==> config.mk <==
export PLATFORM = sky130hd
export DESIGN_NAME = icache_refill_ctrl
export DESIGN_NICKNAME = d
export VERILOG_FILES = /design/src/rtl/icache_refill_ctrl.sv
export SDC_FILE = /design/constraint.sdc
export NUM_CORES = 1
export LEC_CHECK = 0
export ABC_AREA = 1
export BUFFER_PORTS_ARGS = -buffer_cell sky130_fd_sc_hd__buf_4
export CORE_AREA = 4 4 133 135
export CTS_CLUSTER_DIAMETER = 50
export DETAILED_ROUTE_END_ITERATION = 10
export DIE_AREA = 0 0 137 139
export GPL_TIMING_DRIVEN = 0
export PLACE_DENSITY_LB_ADDON = 0.15
export SYNTH_ARGS = -nofsm -noshare
export SYNTH_HDL_FRONTEND = slang
export SYNTH_SLANG_ARGS = --single-unit
export TNS_END_PERCENT = 50
==> constraint.sdc <==
create_clock -name clk_i -period 1.5 [get_ports clk_i]
set_input_delay 0.225 -clock clk_i [delete_from_list [all_inputs] [get_ports clk_i]]
set_output_delay 0.225 -clock clk_i [all_outputs]
set_load 0.01 [all_outputs]
==> src/rtl/icache_refill_ctrl.sv <==
// L1 instruction-cache refill controller.
// On a miss it reads the whole block as 32-bit words, one outstanding read at
// a time, pairs even/odd words into 64-bit beats and strobes them in block order.
module icache_refill_ctrl #(
    parameter int unsigned B = 64
) (
    input  logic        clk_i,
    input  logic        reset_i,
    input  logic [31:0] addr_i,
    input  logic        ic_repl_permit_i,
    input  logic        cache_hit_i,
    output logic        rep_ready_o,
    output logic [63:0] rep_word_o,
    output logic        mem_req_o,
    output logic [31:0] mem_addr_o,
    input  logic        mem_gnt_i,
    input  logic        mem_rvalid_i,
    input  logic [31:0] mem_rdata_i
);
    localparam int unsigned WORDS = B / 4;
    localparam int unsigned K_W   = $clog2(WORDS);

    typedef enum logic [1:0] {S_IDLE, S_REQ, S_WAIT, S_DONE} state_t;

    state_t           state_q, state_d;
    logic [31:0]      base_q;
    logic [K_W-1:0]   k_q;
    logic [31:0]      low_q;
    logic             abort_q;
    logic             start;
    logic             last_word;

    assign start     = (state_q == S_IDLE) && ic_repl_permit_i && !cache_hit_i;
    assign last_word = (k_q == K_W'(WORDS - 1));

    // State register
    always_ff @(posedge clk_i or negedge reset_i) begin
        if (!reset_i) begin
            state_q <= S_IDLE;
        end else begin
            state_q <= state_d;
        end
    end

    // Next-state logic
    always_comb begin
        state_d = state_q;
        case (state_q)
            S_IDLE: begin
                if (start) state_d = S_REQ;
            end
            S_REQ: begin
                if (mem_gnt_i)              state_d = S_WAIT;
                else if (!ic_repl_permit_i) state_d = S_IDLE;
            end
            S_WAIT: begin
                if (mem_rvalid_i) begin
                    if (abort_q || !ic_repl_permit_i) state_d = S_IDLE;
                    else if (last_word)               state_d = S_DONE;
                    else                              state_d = S_REQ;
                end
            end
            S_DONE: begin
                if (cache_hit_i || !ic_repl_permit_i) state_d = S_IDLE;
            end
            default: state_d = S_IDLE;
        endcase
    end

    // Memory request outputs, driven only while requesting
    always_comb begin
        mem_req_o  = 1'b0;
        mem_addr_o = '0;
        if (state_q == S_REQ) begin
            mem_req_o  = 1'b1;
            mem_addr_o = base_q + (32'(k_q) << 2);
        end
    end

    // Datapath: block base, word counter, low-word holding, abort flag, beat output
    always_ff @(posedge clk_i or negedge reset_i) begin
        if (!reset_i) begin
            base_q      <= '0;
            k_q         <= '0;
            low_q       <= '0;
            abort_q     <= 1'b0;
            rep_ready_o <= 1'b0;
            rep_word_o  <= '0;
        end else begin
            rep_ready_o <= 1'b0;
            case (state_q)
                S_IDLE: begin
                    if (start) begin
                        base_q  <= addr_i & ~(32'(B) - 32'd1);
                        k_q     <= '0;
                        low_q   <= '0;
                        abort_q <= 1'b0;
                    end
                end
                S_REQ: begin
                    // A grant coinciding with the permit drop still leaves a read
                    // outstanding; remember to swallow its data.
                    if (mem_gnt_i && !ic_repl_permit_i) abort_q <= 1'b1;
                end
                S_WAIT: begin
                    if (!ic_repl_permit_i) abort_q <= 1'b1;
                    if (mem_rvalid_i) begin
                        if (!last_word) k_q <= k_q + 1'b1;
                        if (!k_q[0]) begin
                            low_q <= mem_rdata_i;
                        end else if (!abort_q && ic_repl_permit_i) begin
                            rep_word_o  <= {mem_rdata_i, low_q};
                            rep_ready_o <= 1'b1;
                        end
                    end
                end
                default: ;
            endcase
        end
    end

endmodule

==> flow_metrics.env, run 1 <==
export IMPL_timing_final_crit_period_ns=1.80
export IMPL_core_area_um2=16500
export IMPL_synth_area_leaders="dfrtp_1 (57%), nand2_1 (23%), inv_1 (4.4%), nand2_2 (3.3%), o21ai_0 (2.7%)"
export IMPL_final_nets=972
export IMPL_diodes=0
export IMPL_cp_arrival_ns=1.58
export IMPL_critPathLaunchType="flop"
export IMPL_portBuffers=159
export IMPL_min_delay_start="mem_rdata_i[16]"
export IMPL_clock_latency_ns=0.41
export IMPL_hold_depth=3
export IMPL_drt_iter0_drc=189
export IMPL_crit_chain="ha_4 > clkbuf_16 > clkbuf_16 > nand2_4 > inv_2 > buf_6"
export IMPL_worst_pin_slew_ns=0.551
export IMPL_critPathBufInv=4
export IMPL_dieWidth_um=137
export IMPL_dp_hpwl_mm=9.79
export IMPL_r2r_end="rep_word_o[17]"
export IMPL_avgSynthCellArea_um2=8.45
export IMPL_areaGrowthSynthToFinish_pct=62.9
export IMPL_fin_crit_sh_pct=120
export IMPL_setup_violations=155
export IMPL_async_flop_share_pct=100
export IMPL_dp_cells=1051
export IMPL_endpoint_kind="output pin"
export IMPL_layout_drive_gt1_share_pct=47.2
export IMPL_cts_root_buf="clkbuf_16"
export IMPL_skew_ns=0.00527
export IMPL_ant_nets=0
export IMPL_fill_cells=1526
export IMPL_synth_common_cells="nand2_1 (347), dfrtp_1 (130), inv_1 (67)"
export IMPL_ys_seq_area_share_pct=57.5
export IMPL_r2r_slack_ns=-0.29
export IMPL_synth_most_common_cell="nand2_1"
export IMPL_start_util_pct=34.4
export IMPL_h_tree_depth=4
export IMPL_via_count=4869
export IMPL_synth_top_area_share_pct=57.5
export IMPL_drc=0
export IMPL_crit_top_cell="clkbuf_16"
export IMPL_dr_pass1_iters=4
export IMPL_grt_overflow=0
export IMPL_cts_tree="yes"
export IMPL_register_area_um2=3250
export IMPL_grt_first_pass_wirelength_mm=24.8
export IMPL_vias_per_cell=4.32
export IMPL_cts_buffer_depth=2
export IMPL_synth_ff_type="dfrtp_1"
export IMPL_synth_edff_count=0
export IMPL_required_ns=1.27
export IMPL_grt_max_degree=77
export IMPL_drv_slew=0
export IMPL_finalSetupTns_ns=-28.95
export IMPL_multi_input_area_um2=2290
export IMPL_synth_seq_cells=130
export IMPL_fin_cells=1127
export IMPL_max_cap_violations=0
export IMPL_crit_path_max_incr_delay_ns=0.44
export IMPL_final_util_pct=56.0
export IMPL_crit_type="reg -> out"
export IMPL_hp_class="in -> reg"
export IMPL_routed_wl_mm=15.7
export IMPL_hold_viol=0
export IMPL_slew_headroom_pct=63.2
export IMPL_violations="setup timing"
export IMPL_r2r_start="state_q[0]"
export IMPL_wire_per_inst_um=13.9
export IMPL_p_per_area_nw_per_um2=1650
export IMPL_grt_usage_pct=16.6
export IMPL_clock_sinks=130
export IMPL_p_leak_nw=5.27
export IMPL_critPathSlowestCell="dfrtp_2"
export IMPL_antenna_found_initial=0
export IMPL_synth_distinct_cells=22
export IMPL_die_h_um=139
export IMPL_crit_family="buffers and inverters"
export IMPL_synthesis_area_um2=5660
export IMPL_fmax_mhz=555
export IMPL_row_count=47
export IMPL_vdd_ir_drop_max_uv=809
export IMPL_path_clk_slew_ns=0.06
export IMPL_synth_top_area_cell="dfrtp_1"
export IMPL_cp_max_fo=7
export IMPL_outcome="finished, violations left"
export IMPL_rsz0062_at_grt="true"
export IMPL_netlist_instances=670
export IMPL_dpl_worst_slack_ns=-0.400
export IMPL_io_pins=168
export IMPL_numCtsBuffers=17
export IMPL_fin_ws_ns=-0.302
export IMPL_design_die_area_um2=19000
export IMPL_first_global_vias=4881
export IMPL_whs_endpoint="rep_word_o[48]"
export IMPL_worst_r2r_path_depth=11
export IMPL_ys_warn_count=0
export IMPL_gp_congestion=0.813
export IMPL_whs_ns=0.0167
[stage by stage]
| stage | power (mW) | instance area (um2) |
|---|---|---|
| 5_1_grt | 16.2 | 9220 |
| 3_5_place_dp | 8.66 | 7160 |
| 3_3_place_gp | 8.61 | 7130 |
| 4_1_cts | 14.7 | 8640 |
| 6_report | 15.3 | 9220 |
| 2_1_floorplan | 7.06 | 5660 |
[how the worst max path moves through the flow]
stage / slack [ns] / cells after the start / to / start
finish: -0.30 / 6 / mem_addr_o[16] / state_q[0]
detailed placement: -0.40 / 7 / mem_addr_o[15] / state_q[1]
global placement: -0.41 / 7 / mem_addr_o[17] / state_q[1]
global route: -0.35 / 7 / mem_addr_o[16] / state_q[1]
floorplan: -0.06 / 6 / mem_addr_o[11] / state_q[1]
CTS: -0.29 / 7 / mem_addr_o[14] / state_q[1]
[per-layer routing]
metal	routed length, um	global-route usage, %	up-vias
met5	0	0	-
met3	985	5.12	14
met2	7540	25.8	113
met1	7000	21.7	2284
met4	198	5.78	0
li1	-	-	2458
[cells in the final DEF (no fill, tap or decap)]
| cell | count |
|---|---|
| inv_2 | 32 |
| ha_1 | 4 |
| nand2_1 | 256 |
| a21oi_1 | 1 |
| inv_4 | 1 |
| nand3b_1 | 2 |
| nand2_2 | 97 |
| buf_6 | 42 |
| clkinvlp_4 | 1 |
| conb_1 | 2 |
| nand3_4 | 2 |
| clkinv_2 | 3 |
| nor2_1 | 6 |
| inv_1 | 33 |
| nand2_4 | 24 |
| ha_4 | 3 |
| buf_12 | 14 |
| nor2_2 | 1 |
| nor2_4 | 2 |
| dfrtp_2 | 1 |
| o21ai_0 | 24 |
| dlygate4sd3_1 | 4 |
| nand4_1 | 2 |
| clkinv_4 | 3 |
| dfrtp_1 | 129 |
| clkbuf_8 | 4 |
| clkbuf_1 | 2 |
| buf_4 | 150 |
| or2_4 | 1 |
| nand3_1 | 7 |
| clkbuf_16 | 29 |
| o21ai_1 | 7 |
| buf_16 | 6 |
| buf_8 | 8 |
| clkinv_8 | 1 |
| bufinv_16 | 3 |
[sequential cells by signal (all words and copies together) (netlist names)]
name	cells
rep_word_o	64
low_q	32
base_q	26
k_q	4
state_q	2
abort_q	1
rep_ready_o	1
[area by class of cell]
cell class | count | share of cell area, %
Inverter | 68 | 2.99
Clock inverter | 9 | 1.41
Tap cell | 220 | 2.99
Buffer | 31 | 5.40
Timing Repair Buffer | 206 | 21.9
Clock buffer | 22 | 5.15
Multi-Input combinational cell | 441 | 24.8
Sequential cell | 130 | 35.3
[timing repair]
action	in CTS	in global routing
endpoints found under the setup margin	160	160
gates cloned	9	7
pin swaps	5	33
endpoints found under the hold margin	57	0
resized for setup	159	124
hold buffers	4	0
setup buffers	19	7
[power by group]
part	internal [mW]	leakage (nW)	switching, mW	total (mW)
clock	2.73	0.296	1.52	4.25
combinational	2.95	3.22	2.85	5.80
sequential	4.45	1.76	0.752	5.20
[worst register-to-register path, delay by kind of cell (launching register included)]
kind	cells	cell delay (ns)
simple gates	5	0.42
flops	1	0.44
fa+ha+maj	1	0.18
buf+inv	5	0.64
[cell families (layout without fill, tap and decap cells)]
logic type	Yosys count	in the layout	synth area share, %
buf+inv	100	336	9.44
simple gates	400	400	28.6
other cells	1	2	0.0663
flops	130	130	57.5
compound gates	32	32	2.83
fa+ha+maj	7	7	1.55
No activity file was read; power rests on OpenSTA's default activity.
==> run 2, diff against run 1 <==
--- a/config.mk
+++ b/config.mk
@@ -13,7 +13,8 @@
 export DIE_AREA = 0 0 137 139
 export GPL_TIMING_DRIVEN = 0
 export PLACE_DENSITY_LB_ADDON = 0.15
+export SETUP_SLACK_MARGIN = 0.2
 export SYNTH_ARGS = -nofsm -noshare
 export SYNTH_HDL_FRONTEND = slang
 export SYNTH_SLANG_ARGS = --single-unit
-export TNS_END_PERCENT = 50
+export TNS_END_PERCENT = 30
==> run 2 against run 1 <==
  * The run still ends with setup timing left
  * Utilization down 1.6 points
  * Setup slack got worse by 0.0016 ns
  * Count of clock-buffer cells in the layout rose by 2
  * First-iteration DRC count fell by 24%
  * Clock skew is 0.0045 ns higher
  * Routed wire length down 3.9%
  * Sequential power hardly changed
  * Global-route usage shrank 0.57 points
  * Clock power up 3%
  * Non-clock buffer count fell by 11
  * Via count is 3.0% lower
==> flow_metrics.env, run 2 (synthesized netlist as in run 1, its figures left out) <==
export IMPL_outcome="finished, violations left"
export IMPL_violations="setup timing"
export IMPL_grt_max_degree=79
export IMPL_hp_class="in -> reg"
export IMPL_gp_congestion=0.779
export IMPL_core_area_um2=16500
export IMPL_grt_first_pass_wirelength_mm=24.2
export IMPL_top_regs="rep_word_o x64, low_q x32, base_q x26"
export IMPL_drv_slew=0
export IMPL_worst_pin_slew_ns=0.532
export IMPL_dp_hpwl_mm=9.76
export IMPL_rsz0062_at_grt="true"
export IMPL_first_global_vias=4757
export IMPL_drt_iter0_drc=144
export IMPL_final_nets=961
export IMPL_slew_headroom_pct=64.5
export IMPL_final_common_cell="nand2_1"
export IMPL_ant_nets=0
export IMPL_diodes=0
export IMPL_dp_cells=1051
export IMPL_via_count=4724
export IMPL_p_per_area_nw_per_um2=1770
export IMPL_cp_max_fo=7
export IMPL_cts_buffer_depth=2
export IMPL_design_die_area_um2=19000
export IMPL_antenna_found_initial=0
export IMPL_fin_cells=1117
export IMPL_timing_final_crit_period_ns=1.80
export IMPL_max_cap_violations=0
export IMPL_die_h_um=139
export IMPL_top_register="rep_word_o"
export IMPL_skew_ns=0.00977
export IMPL_place_area_um2=7200
export IMPL_drc=0
export IMPL_critPathLaunchType="flop"
export IMPL_hold_viol=0
export IMPL_required_ns=1.27
export IMPL_io_pins=168
export IMPL_h_tree_depth=4
export IMPL_routed_wl_mm=15.1
export IMPL_design_area_um2=8960
export IMPL_start_util_pct=34.4
export IMPL_areaGrowthSynthToFinish_pct=58.3
export IMPL_portBuffers=159
export IMPL_mostFrequentLayoutCells="nand2_1 (258), buf_4 (147), dfrtp_1 (128)"
export IMPL_grt_usage_pct=16.0
export IMPL_endpoint_kind="output pin"
export IMPL_clock_sinks=130
export IMPL_wire_per_inst_um=13.5
export IMPL_path_clk_slew_ns=0.06
export IMPL_fin_ws_ns=-0.304
export IMPL_p_leak_nw=5.15
export IMPL_layout_drive_gt1_share_pct=45.7
export IMPL_numCtsBuffers=17
export IMPL_grt_overflow=0
export IMPL_cts_root_buf="clkbuf_16"
export IMPL_cp_arrival_ns=1.58
export IMPL_clock_latency_ns=0.41
export IMPL_fmax_mhz=554
export IMPL_vdd_ir_drop_max_uv=918
export IMPL_dieWidth_um=137
export IMPL_cts_tree="yes"
export IMPL_fin_crit_sh_pct=120
export IMPL_fill_cells=1549
export IMPL_vias_per_cell=4.23
export IMPL_setup_violations=130
export IMPL_largest_reg_flops=64
export IMPL_crit_type="reg -> out"
export IMPL_row_count=47
export IMPL_dr_pass1_iters=4
## run 2: cell types whose count changed in the layout (fill, tap and decap cells not counted), sizes merged, moves of 2 or more
cell,before,now
dlygate4sd3,4,1
clkinv,7,4
buf,220,210
inv,66,68
clkbuf,35,39
## run 2: repair_timing
item                                   CTS  global route
buffers inserted                        12            10
pin swaps                               12            38
hold buffers                             1             0
resized for setup                      109           123
setup endpoints to repair              161           161
endpoints found under the hold margin   52             0
cloned                                   6             5
## run 2: worst max-delay path: stages, from the launching register on
cell,delay [ns]
dfrtp_2,0.45
ha_4,0.19
clkbuf_16,0.16
clkbuf_16,0.17
nand2_4,0.07
inv_2,0.04
buf_6,0.11
## run 2: area by class of cell
cell class,count,area [um2],share of cell area [%]
Sequential cell,130,3260,36.3
Multi-Input combinational cell,441,2260,25.2
Timing Repair Buffer,194,1780,19.9
Buffer,32,503,5.61
Clock buffer,24,472,5.26
Tap cell,220,275,3.07
Inverter,68,263,2.93
Clock inverter,8,151,1.69
## run 2: metal layers
layer / track usage [%] / part of all wire (%) / vias to the layer above
met2: 24.4 / 46 / 119
li1: - / - / 2421
met1: 21.5 / 46 / 2166
met5: 0 / 0 / -
met4: 4.88 / 1.4 / 0
met3: 5.37 / 7.1 / 18
## run 2: worst paths after layout
kind	from	endpoint	slack (ns)	cells past startpoint
max	state_q[0]	mem_addr_o[4]	-0.30	6
min	mem_rdata_i[2]	rep_word_o[34]	0.02	3
max in group asynchronous	reset_i	low_q[26]	0.41	3
min in group asynchronous	reset_i	low_q[24]	0.35	2
max reg2reg	state_q[0]	low_q[17]	-0.18	11
min reg2reg	low_q[25]	low_q[25]	0.47	2
## run 2: where the power goes
group,internal (mW),total (mW),switching [mW]
sequential,4.45,5.21,0.754
clock,2.88,4.36,1.48
combinational,3.34,6.29,2.95
total,10.7,15.9,5.19
## run 2: through the flow
step           total power, mW  setup slack, ns  hold slack (ns)  util [%]  setup TNS [ns]
2_1_floorplan             7.13           0.0134          -0.0706         -               0
6_report                  15.9           -0.304           0.0208      54.4          -23.09
5_1_grt                   16.9           -0.371           0.0121      54.4          -34.96
3_3_place_gp              8.66           -0.348            0.432      43.5          -74.78
4_1_cts                   14.7           -0.321        0.0000505      51.1          -24.61
3_5_place_dp              8.72           -0.336            0.221      43.7          -31.08
==> run 3, diff against run 2 <==
==> constraint.sdc (replaced) <==
create_clock -name clk_i -period 1.97 [get_ports clk_i]
set_input_delay 0.2955 -clock clk_i [delete_from_list [all_inputs] [get_ports clk_i]]
set_output_delay 0.2955 -clock clk_i [all_outputs]
set_load 0.01 [all_outputs]
==> run 3 against run 2 <==
  * Clock skew decreased by 0.0018 ns
  * Utilization down 3.4 points
  * Via count shrank 1.3%
  * Non-clock buffer count fell by 17
  * Clock power down 25%
  * Sequential share of layout area grew 2.4 points
  * Cell count is 1.5% lower
  * Global-route usage increased by 0.063 points
  * Hold slack gained 0.061 ns
  * The run now ends clean
  * Die area did not move
  * Sequential power fell by 25%
==> flow_metrics.env, run 3 (synthesized netlist as in run 1, its figures left out) <==
export IMPL_critPathSlowestCell="dfrtp_2"
export IMPL_fin_ws_ns=0.0958
export IMPL_vdd_ir_drop_max_uv=666
export IMPL_timing_final_crit_period_ns=1.87
export IMPL_critPathLaunchType="flop"
export IMPL_worst_pin_slew_ns=0.714
export IMPL_whs_ns=0.0823
export IMPL_worst_r2r_path_depth=10
export IMPL_cp_arrival_ns=1.58
export IMPL_crit_chain="ha_4 > clkbuf_16 > clkbuf_16 > nand2_2 > inv_2 > buf_6"
export IMPL_crit_path_max_incr_delay_ns=0.44
export IMPL_clock_latency_ns=0.42
export IMPL_grt_max_degree=75
export IMPL_rsz0062_at_grt="true"
export IMPL_dr_pass1_iters=4
export IMPL_outcome="finished clean"
export IMPL_grt_usage_pct=16.0
export IMPL_dpl_worst_slack_ns=0.00158
export IMPL_critPathBufInv=4
export IMPL_drt_iter0_drc=225
export IMPL_die_h_um=139
export IMPL_crit_family="buffers and inverters"
export IMPL_routed_wl_mm=14.7
export IMPL_areaGrowthSynthToFinish_pct=48.6
export IMPL_register_area_um2=3250
export IMPL_gp_congestion=0.748
export IMPL_design_area_um2=8410
export IMPL_clock_sinks=130
export IMPL_cts_buffer_depth=2
export IMPL_drc=0
export IMPL_cts_tree="yes"
export IMPL_setup_violations=0
export IMPL_r2r_slack_ns=0.25
export IMPL_slew_headroom_pct=52.4
export IMPL_dieWidth_um=137
export IMPL_top_register="rep_word_o"
export IMPL_io_pins=168
export IMPL_totalPowerFinal_mw=11.0
export IMPL_top_regs="rep_word_o x64, low_q x32, base_q x26"
export IMPL_r2r_end="low_q[29]"
export IMPL_core_area_um2=16500
export IMPL_via_count=4661
export IMPL_hold_viol=0
export IMPL_p_leak_nw=4.87
export IMPL_cp_max_fo=7
export IMPL_endpoint_kind="output pin"
export IMPL_p_per_area_nw_per_um2=1310
export IMPL_grt_first_pass_wirelength_mm=24.3
export IMPL_finalSetupTns_ns=0
export IMPL_diodes=0
export IMPL_drv_slew=0
export IMPL_row_count=47
export IMPL_path_clk_slew_ns=0.06
export IMPL_dp_hpwl_mm=9.92
export IMPL_place_area_um2=7160
export IMPL_final_nets=944
export IMPL_fin_crit_sh_pct=95.1
export IMPL_largest_reg_flops=64
export IMPL_portBuffers=159
export IMPL_first_global_vias=4731
export IMPL_hp_class="in -> reg"
export IMPL_crit_type="reg -> out"
export IMPL_whs_endpoint="rep_word_o[41]"
export IMPL_skew_ns=0.00797
export IMPL_h_tree_depth=4
export IMPL_min_delay_start="mem_rdata_i[9]"
export IMPL_start_util_pct=34.4
export IMPL_fmax_mhz=534
export IMPL_final_common_cell="nand2_1"
export IMPL_fill_cells=1602
export IMPL_mostFrequentLayoutCells="nand2_1 (315), buf_4 (141), dfrtp_1 (129)"
export IMPL_crit_top_cell="clkbuf_16"
export IMPL_hold_depth=3
export IMPL_multi_input_area_um2=2040
export IMPL_cts_root_buf="clkbuf_16"
export IMPL_design_die_area_um2=19000
export IMPL_wire_per_inst_um=13.3
export IMPL_r2r_start="state_q[0]"
export IMPL_ant_nets=0
export IMPL_required_ns=1.67
export IMPL_max_cap_violations=0
export IMPL_antenna_found_initial=0
export IMPL_layout_drive_gt1_share_pct=38.2
export IMPL_grt_overflow=0
export IMPL_numCtsBuffers=17
export IMPL_vias_per_cell=4.24
[run 3: how the worst max path moves through the flow]
stage               startpoint             end  slack [ns]  depth (start not counted)
floorplan           state_q[1]   mem_addr_o[4]        0.34                          6
global placement    state_q[1]  mem_addr_o[22]       -0.03                          7
detailed placement  state_q[1]  mem_addr_o[16]       0.002                          7
CTS                 state_q[1]   mem_addr_o[4]        0.09                          7
global route        state_q[1]      base_q[12]        0.03                          7
finish              state_q[0]  mem_addr_o[16]         0.1                          6
[run 3: per-layer routing]
layer  wire length (um)  GRT usage, %
met5                  0             0
met1               6950          21.6
met2               6490          24.1
met3               1070          5.84
met4                155          5.04
[run 3: report_power, final]
part           switching (mW)  internal [mW]
Combinational            1.93           1.86
Clock                    1.21           2.06
Sequential              0.529           3.39
[run 3: per-stage QoR]
| stage | cells | utilization (%) |
|---|---|---|
| after global placement | 1050 | 43.3 |
| after global routing | 1100 | 51.1 |
| final | 1100 | 51.1 |
| after CTS | 1094 | 49.9 |
| after floorplan | 671 | - |
| after detailed placement | 1051 | 43.5 |
[run 3: area by class of cell]
| cell class | instances | share of cell area, % |
|---|---|---|
| buffer | 32 | 4.93 |
| clock inverter | 12 | 1.85 |
| tap | 220 | 3.27 |
| clock buffer | 20 | 5.43 |
| sequential | 130 | 38.7 |
| timing repair buffer | 177 | 18.4 |
| inverter | 68 | 3.07 |
| multi-input combinational | 441 | 24.3 |
[run 3: worst reg2reg max path: cells and delay by family, from the launching register on]
kind,cells,cell delay (ns)
buffers and inverters,5,0.60
and+or+nand+nor,4,0.48
DFF,1,0.44
adders and majority gates,1,0.14
[run 3: what timing repair did]
action / 4_1_cts / 5_1_grt
hold buffers: 1 / 0
resized for setup: 114 / 33
pin swaps: 2 / 3
cloned: 4 / 2
endpoints found under the hold margin: 73 / 0
setup endpoints to repair: 120 / 155
setup buffers: 6 / 4
